## src/rtl/swt16_hazard_if.sv

```systemverilog
// swt16 hazard unit bus: decoder-side request, operand data and resolution.
// master = decoder/pipeline side, slave = hazard unit.
interface swt16_hazard_if #(
  parameter int REG_IDX_WIDTH  = 4,
  parameter int REG_WORD_WIDTH = 16,
  parameter int CNT_WIDTH      = 16
);
  logic                      in_issue;
  logic                      in_writes_reg;
  logic                      in_is_load;
  logic [REG_IDX_WIDTH-1:0]  in_dst_idx;
  logic                      in_src1_used;
  logic                      in_src2_used;
  logic [REG_IDX_WIDTH-1:0]  in_src1_idx;
  logic [REG_IDX_WIDTH-1:0]  in_src2_idx;
  logic [REG_WORD_WIDTH-1:0] in_src1_rf;
  logic [REG_WORD_WIDTH-1:0] in_src2_rf;
  logic [REG_WORD_WIDTH-1:0] in_res_EX;
  logic [REG_WORD_WIDTH-1:0] in_res_MEM;
  logic [REG_WORD_WIDTH-1:0] in_res_WB;
  logic                      in_flush;
  logic [REG_WORD_WIDTH-1:0] out_src1;
  logic [REG_WORD_WIDTH-1:0] out_src2;
  logic                      out_stall;
  logic [CNT_WIDTH-1:0]      out_stall_count;

  modport master (
    output in_issue, in_writes_reg, in_is_load, in_dst_idx,
    output in_src1_used, in_src2_used, in_src1_idx, in_src2_idx,
    output in_src1_rf, in_src2_rf, in_res_EX, in_res_MEM, in_res_WB,
    output in_flush,
    input  out_src1, out_src2, out_stall, out_stall_count
  );

  modport slave (
    input  in_issue, in_writes_reg, in_is_load, in_dst_idx,
    input  in_src1_used, in_src2_used, in_src1_idx, in_src2_idx,
    input  in_src1_rf, in_src2_rf, in_res_EX, in_res_MEM, in_res_WB,
    input  in_flush,
    output out_src1, out_src2, out_stall, out_stall_count
  );
endinterface

```

## src/rtl/swt16_hazard_unit.sv

```systemverilog
// swt16 hazard unit: EX/MEM/WB destination tracking, operand forwarding,
// load-use / interlock stall generation and a saturating stall counter.
module swt16_hazard_unit #(
  parameter int REG_IDX_WIDTH  = 4,
  parameter int REG_WORD_WIDTH = 16,
  parameter int FWD_ENABLE     = 1,
  parameter int CNT_WIDTH      = 16
) (
  input logic           clock,
  input logic           reset,
  swt16_hazard_if.slave hz
);

  typedef struct packed {
    logic                     valid;
    logic                     writes;
    logic                     is_load;
    logic [REG_IDX_WIDTH-1:0] dst;
  } slot_t;

  localparam bit LP_FWD = (FWD_ENABLE != 0);

  slot_t                r_ex;
  slot_t                r_mem;
  slot_t                r_wb;
  logic [CNT_WIDTH-1:0] r_cnt;

  logic w_m1_ex, w_m1_mem, w_m1_wb;
  logic w_m2_ex, w_m2_mem, w_m2_wb;
  logic w_load_use, w_any_match, w_hazard, w_stall;
  logic [REG_WORD_WIDTH-1:0] w_src1, w_src2;

  function automatic logic f_match(
    input slot_t                    s,
    input logic                     used,
    input logic [REG_IDX_WIDTH-1:0] idx
  );
    return s.valid & s.writes & used & (s.dst == idx);
  endfunction

  assign w_m1_ex  = f_match(r_ex,  hz.in_src1_used, hz.in_src1_idx);
  assign w_m1_mem = f_match(r_mem, hz.in_src1_used, hz.in_src1_idx);
  assign w_m1_wb  = f_match(r_wb,  hz.in_src1_used, hz.in_src1_idx);
  assign w_m2_ex  = f_match(r_ex,  hz.in_src2_used, hz.in_src2_idx);
  assign w_m2_mem = f_match(r_mem, hz.in_src2_used, hz.in_src2_idx);
  assign w_m2_wb  = f_match(r_wb,  hz.in_src2_used, hz.in_src2_idx);

  assign w_load_use  = (w_m1_ex | w_m2_ex) & r_ex.is_load;
  assign w_any_match = w_m1_ex | w_m1_mem | w_m1_wb
                     | w_m2_ex | w_m2_mem | w_m2_wb;
  assign w_hazard    = LP_FWD ? w_load_use : w_any_match;
  // A flush squashes the instruction in DC, so it never needs to wait.
  assign w_stall     = w_hazard & hz.in_issue & ~hz.in_flush;

  // Operand select: youngest producer wins; without forwarding use the RF.
  always_comb begin
    w_src1 = hz.in_src1_rf;
    w_src2 = hz.in_src2_rf;
    if (LP_FWD) begin
      if (w_m1_ex)       w_src1 = hz.in_res_EX;
      else if (w_m1_mem) w_src1 = hz.in_res_MEM;
      else if (w_m1_wb)  w_src1 = hz.in_res_WB;
      if (w_m2_ex)       w_src2 = hz.in_res_EX;
      else if (w_m2_mem) w_src2 = hz.in_res_MEM;
      else if (w_m2_wb)  w_src2 = hz.in_res_WB;
    end
  end

  assign hz.out_src1        = w_src1;
  assign hz.out_src2        = w_src2;
  assign hz.out_stall       = w_stall;
  assign hz.out_stall_count = r_cnt;

  // Shift the tracking slots; a stalled or flushed issue becomes a bubble.
  always_ff @(posedge clock) begin
    if (reset) begin
      r_ex  <= '0;
      r_mem <= '0;
      r_wb  <= '0;
    end else begin
      r_wb  <= r_mem;
      r_mem <= r_ex;
      if (hz.in_issue & ~w_stall & ~hz.in_flush)
        r_ex <= {1'b1, hz.in_writes_reg, hz.in_is_load, hz.in_dst_idx};
      else
        r_ex <= '0;
    end
  end

  // Saturating stall-cycle counter for profiling.
  always_ff @(posedge clock) begin
    if (reset)
      r_cnt <= '0;
    else if (w_stall && (r_cnt != '1))
      r_cnt <= r_cnt + CNT_WIDTH'(1);
  end

endmodule

```

## src/flat_wrapper.sv

```systemverilog
// flat-port wrapper written by rule: the top's interface ports become plain ports
module swt16_hazard_unit_flat 
#(
  parameter int REG_IDX_WIDTH  = 4,
  parameter int REG_WORD_WIDTH = 16,
  parameter int FWD_ENABLE     = 1,
  parameter int CNT_WIDTH      = 16
)
  (clock, reset, hz_in_issue, hz_in_writes_reg, hz_in_is_load, hz_in_dst_idx, hz_in_src1_used, hz_in_src2_used, hz_in_src1_idx, hz_in_src2_idx, hz_in_src1_rf, hz_in_src2_rf, hz_in_res_EX, hz_in_res_MEM, hz_in_res_WB, hz_in_flush, hz_out_src1, hz_out_src2, hz_out_stall, hz_out_stall_count);
  swt16_hazard_if #(.REG_IDX_WIDTH(REG_IDX_WIDTH), .REG_WORD_WIDTH(REG_WORD_WIDTH), .CNT_WIDTH(CNT_WIDTH)) hz_i ();
  input logic clock;
  input logic reset;
  input wire logic [$bits(hz_i.in_issue)-1:0] hz_in_issue;
  input wire logic [$bits(hz_i.in_writes_reg)-1:0] hz_in_writes_reg;
  input wire logic [$bits(hz_i.in_is_load)-1:0] hz_in_is_load;
  input wire logic [$bits(hz_i.in_dst_idx)-1:0] hz_in_dst_idx;
  input wire logic [$bits(hz_i.in_src1_used)-1:0] hz_in_src1_used;
  input wire logic [$bits(hz_i.in_src2_used)-1:0] hz_in_src2_used;
  input wire logic [$bits(hz_i.in_src1_idx)-1:0] hz_in_src1_idx;
  input wire logic [$bits(hz_i.in_src2_idx)-1:0] hz_in_src2_idx;
  input wire logic [$bits(hz_i.in_src1_rf)-1:0] hz_in_src1_rf;
  input wire logic [$bits(hz_i.in_src2_rf)-1:0] hz_in_src2_rf;
  input wire logic [$bits(hz_i.in_res_EX)-1:0] hz_in_res_EX;
  input wire logic [$bits(hz_i.in_res_MEM)-1:0] hz_in_res_MEM;
  input wire logic [$bits(hz_i.in_res_WB)-1:0] hz_in_res_WB;
  input wire logic [$bits(hz_i.in_flush)-1:0] hz_in_flush;
  output wire logic [$bits(hz_i.out_src1)-1:0] hz_out_src1;
  output wire logic [$bits(hz_i.out_src2)-1:0] hz_out_src2;
  output wire logic [$bits(hz_i.out_stall)-1:0] hz_out_stall;
  output wire logic [$bits(hz_i.out_stall_count)-1:0] hz_out_stall_count;
  assign hz_i.in_issue = hz_in_issue;
  assign hz_i.in_writes_reg = hz_in_writes_reg;
  assign hz_i.in_is_load = hz_in_is_load;
  assign hz_i.in_dst_idx = hz_in_dst_idx;
  assign hz_i.in_src1_used = hz_in_src1_used;
  assign hz_i.in_src2_used = hz_in_src2_used;
  assign hz_i.in_src1_idx = hz_in_src1_idx;
  assign hz_i.in_src2_idx = hz_in_src2_idx;
  assign hz_i.in_src1_rf = hz_in_src1_rf;
  assign hz_i.in_src2_rf = hz_in_src2_rf;
  assign hz_i.in_res_EX = hz_in_res_EX;
  assign hz_i.in_res_MEM = hz_in_res_MEM;
  assign hz_i.in_res_WB = hz_in_res_WB;
  assign hz_i.in_flush = hz_in_flush;
  assign hz_out_src1 = hz_i.out_src1;
  assign hz_out_src2 = hz_i.out_src2;
  assign hz_out_stall = hz_i.out_stall;
  assign hz_out_stall_count = hz_i.out_stall_count;
  swt16_hazard_unit #(.REG_IDX_WIDTH(REG_IDX_WIDTH), .REG_WORD_WIDTH(REG_WORD_WIDTH), .FWD_ENABLE(FWD_ENABLE), .CNT_WIDTH(CNT_WIDTH)) u_core (.clock(clock), .reset(reset), .hz(hz_i));
endmodule
```

## config.mk

```make
export PLATFORM = sky130hd
export DESIGN_NAME = swt16_hazard_unit_flat
export DESIGN_NICKNAME = d
export VERILOG_FILES = /design/src/rtl/swt16_hazard_if.sv /design/src/rtl/swt16_hazard_unit.sv /design/src/flat_wrapper.sv
export SDC_FILE = /design/constraint.sdc
export NUM_CORES = 1
export LEC_CHECK = 0
export CORE_MARGIN = 3
export CORE_UTILIZATION = 45
export CTS_BUF_LIST = sky130_fd_sc_hd__clkbuf_2 sky130_fd_sc_hd__clkbuf_4 sky130_fd_sc_hd__clkbuf_8
export DETAILED_ROUTE_END_ITERATION = 8
export PLACE_DENSITY = 0.9
export SYNTH_ARGS = -nofsm -noshare
export SYNTH_HDL_FRONTEND = slang
export SYNTH_SLANG_ARGS = --single-unit
```

## constraint.sdc

```tcl
create_clock -name clock -period 4.98 [get_ports clock]
set_clock_uncertainty 0.2 [all_clocks]
set_input_delay 0.996 -clock clock [delete_from_list [all_inputs] [get_ports clock]]
set_output_delay 0.996 -clock clock [all_outputs]
set_load 0.05 [all_outputs]
```

==> results.md, run 1 <==
- Count of flip-flops with a built-in enable after synthesis: 0
- TritonCTS buffer count: 5
- Number of resized instances in the post-cts repair step: 0
- Peak supply drop: about 0.2 mV
- Starting density of the core: between 40 and 50%
- Count of buffers added by post-CTS timing repair for setup: 0
- First-pass GRT wire length: between 15 and 20 mm
- PnR worst setup slack: around 0.19 ns
- CTS tree: yes
- Vias in the first global route: about 3,500
- Total number of vias: around 3,600
- ANT nets after route: 0
- Antenna violations before repair: 0
- Number of nets produced by synthesis: just under 500
- Gate Count Post-Synth: slightly below 400
- 1st-iter DRT viols: approximately 260
- H-Tree Level Count: 2
- Post-DR vias/cell: roughly 6.0
- Post-synthesis sequential area ratio: between 20% and 30%
- Cell Chain, Critical Path: clkdlybuf4s50_1 -> xor2_1 -> nor2_1 -> and4_1 -> nor2_1 -> a221oi_1 -> buf_12
- Maximum net fanout on the critical path: 16
- Area fraction of the dominant cell type after synthesis: 24.3%
- Setup TNS: 0 ns
- Max-cap violations: 0
- Sort of element at the start of the critical path: primary input
- GRT overflow: 0
- Multi-input gate area: 0.00193 mm2
- Full die area: between 0.007 and 0.008 mm2
- Cell type with the highest occurrence count on the critical path: nor2_1
- Largest cells by area after synthesis: dfxtp_1 (24%), o21ai_0 (8.0%), mux2i_1 (5.9%)
- Minimum setup slack among reg-to-reg paths: around 2.2 ns
- Ant. Diodes: 0
- Tcrit/Tclk final: approximately 96%
- Synth async-reset ratio: 0%
- Cell at the root of the clock tree: clkbuf_8
- Count of nets after finishing: between 600 and 700
- Power density normalized to cell area: about 170 mW/mm2
- DP Worst Slack: 0.291 ns
- Number of cells on the worst reg-to-reg path: 6
- Pins over their slew limit: 0
- First drt pass iteration count: 5
- Clock Tree Buf Depth: 2
- Max-slew headroom at the worst pin: roughly 15%
- Yosys synthesis warning count: 0
- Total Routing Usage GR: 31.4%
- Number of storage elements in the synthesis netlist: 35
- Unique cell type count in the Yosys netlist: 38
- Num ports: 149
- Number of hold-slack violations in the final timing report: 0
- Terminus of the critical flop-to-flop path: u_core.hz.out_stall_count[5]
- Width of the die: 86.0 um
- Critical path capture point: hz_out_src2[8]
- RD Place Congestion: 0.977
- Post-synth design cell area: 0.00288 mm2
- Area of placed instances: approximately 0.0047 mm2
- Worst min-delay path class: flop to flop
- Pin count of the biggest net entering global routing: 44
- Clock Sink Count: 35
- Post-layout minimum cycle time: around 4.8 ns
- Cell type with the largest total area after synthesis: dfxtp_1
- Post-route DRC violation count: 0
- WL final: about 12 mm
- CORE AREA: around 0.0061 mm2
- Leakage power summed over all cells: 2.07 nW
- CP peak stage delay: about 0.97 ns
- Half-perimeter wire length after detailed placement: roughly 9.2 mm
- Critical-path cell with the highest stage delay: nor2_1
- Worst endpoint data arrival time: about 3.6 ns
- Finish-stage setup viols: 0
- Reg2reg start: u_core.r_ex[2]
- Fmax achieved: roughly 210 MHz
- Ratio of cells with drive above 1 in the final layout: 12.8%
- Kind of capture point of the worst setup path: output port
- Crit path kind: primary input to output port
- Status: completed
- Synth Flop Type: dfxtp_1
- Number of buffers inserted for hold repair after clock tree synthesis: 0
- Crit path from: hz_in_src2_idx[2]
- Area Overhead vs Synth: 68.5%
- Mean cell area of the mapped netlist: roughly 7.5 um2
- Post-layout total power: 0.801 mW
- Count of input and output buffers: approximately 150
- Unrepaired setup endpoints after global routing: no
- Final cell area excluding filler cells: a little under 0.005 mm2
- Clk Latency, worst-skew pair: approximately 0.29 ns
- Count of fill cells added during filler insertion: ~390
- Die height: approximately 86 um
- Slew of the pin with the lowest slew margin: 1.27 ns
- CP required: ~3.8 ns
- Standard-cell row count: 28
- Clock-pin slew reported for the worst setup and hold paths after clock tree synthesis: approximately 0.070 ns
- Reg area: approximately 700 um2
- Average wire per standard cell: 19.7 um
## final cells by class
| type | instances | area share [%] |
|---|---|---|
| clock buffers | 5 | 1.42 |
| clock inverters | 3 | 0.903 |
| inverters | 35 | 2.71 |
| multi-input cells | 288 | 39.7 |
| flip-flops and latches | 35 | 14.4 |
| well taps | 75 | 1.93 |
| repair buffers | 158 | 38.9 |
## through the flow
step                      util, %  std cells  hold WS, ns
after floorplan                 -        386        0.260
after global placement       78.2        591        0.276
after detailed placement     78.2        591        0.281
after CTS                    80.0        599        0.291
after global routing         80.0        599        0.314
final                        80.0        599        0.294
## cells in the mapped netlist (all sizes together) (6+ instances only)
| cell type | instances |
|---|---|
| a221oi | 18 |
| nor2b | 25 |
| nand4 | 9 |
| mux2i | 17 |
| nor3b | 6 |
| nand2 | 24 |
| o21ai | 50 |
| nor2 | 40 |
| buf | 8 |
| xor2 | 11 |
| clkbuf | 20 |
| inv | 35 |
| dfxtp | 35 |
| o211a | 16 |
| a21oi | 8 |
| xnor2 | 13 |
| mux2 | 13 |
## kinds of logic (layout without fill, tap and decap cells)
family,Yosys count,after routing,share of synthesized area (%)
mux,30,30,11.4
xor+xnor,24,24,7.30
simple gates,128,128,22.9
compound gates,105,105,24.8
buf+inv,63,201,8.78
fa+ha+maj,1,1,0.435
flops,35,35,24.3
## power by group
part / switching, mW / internal, mW / leakage (nW)
Clock: 0.106 / 0.149 / 0.0581
Sequential: 0.00323 / 0.283 / 0.283
Combinational: 0.116 / 0.145 / 1.73
Total: 0.225 / 0.576 / 2.07
## routing by layer
metal  routed length [um]  vias to the layer above  GRT usage [%]  share of wire (%)
met2                 5750                      237           54.4                 49
met4                  487                        0           11.5                4.1
met5                    0                        -              0                  0
met1                 4440                     1670           37.7                 38
met3                 1130                       45           6.92                9.5
li1                     -                     1643              -                  -
## cell usage in the layout (no fill, tap or decap), drive strengths merged, types with 2 or more instances in the layout
cell type | synthesis | routed
clkdlybuf4s50 | 0 | 115
o21ai | 50 | 50
buf | 8 | 43
nor2 | 40 | 40
inv | 35 | 35
dfxtp | 35 | 35
nor2b | 25 | 25
nand2 | 24 | 24
a221oi | 18 | 18
mux2i | 17 | 17
o211a | 16 | 16
xnor2 | 13 | 13
mux2 | 13 | 13
xor2 | 11 | 11
nand4 | 9 | 9
a21oi | 8 | 8
nor3b | 6 | 6
clkbuf | 20 | 5
nand3 | 4 | 4
a211oi | 4 | 4
o2111ai | 4 | 4
nor4 | 3 | 3
and3 | 3 | 3
a2111oi | 3 | 3
nand2b | 3 | 3
or4 | 3 | 3
and4 | 2 | 2
o211ai | 2 | 2
clkinv | 0 | 2
## how the worst min path moves through the flow
stage / end / start / cells past startpoint / slack, ns
3_5_place_dp: u_core.r_wb[5] / u_core.r_mem[5] / 1 / 0.28
2_1_floorplan: u_core.r_wb[5] / u_core.r_mem[5] / 1 / 0.26
4_1_cts: u_core.r_wb[5] / u_core.r_mem[5] / 1 / 0.29
5_1_grt: u_core.r_wb[5] / u_core.r_mem[5] / 1 / 0.31
6_report: u_core.r_wb[5] / u_core.r_mem[5] / 1 / 0.29
3_3_place_gp: u_core.r_wb[5] / u_core.r_mem[5] / 1 / 0.28
## worst max-delay path, delay by kind of cell
kind	cells	cell delay (ns)
buffers and inverters	2	0.81
XOR/XNOR	1	0.18
AO/OA/AOI/OAI	1	0.32
AND/OR/NAND/NOR	3	1.28
## flip-flops by register name, indices dropped and copies added (netlist names)
register / cells
u_core.r_wb: 6
u_core.r_ex: 7
u_core.r_mem: 6
u_core.hz.out_stall_count: 16
Note: power is estimated with default switching activity, not from simulation.
==> inputs of run 2 (changes only) <==
--- a/config.mk
+++ b/config.mk
@@ -5,9 +5,11 @@
 export SDC_FILE = /design/constraint.sdc
 export NUM_CORES = 1
 export LEC_CHECK = 0
+export ABC_CLOCK_PERIOD_IN_PS = 4980
 export CORE_MARGIN = 3
 export CORE_UTILIZATION = 45
 export CTS_BUF_LIST = sky130_fd_sc_hd__clkbuf_2 sky130_fd_sc_hd__clkbuf_4 sky130_fd_sc_hd__clkbuf_8
+export CTS_CLUSTER_SIZE = 16
 export DETAILED_ROUTE_END_ITERATION = 8
 export PLACE_DENSITY = 0.9
 export SYNTH_ARGS = -nofsm -noshare
==> results of run 2 <==
No change in the layout: final DEF, timing and power equal those of run 1.
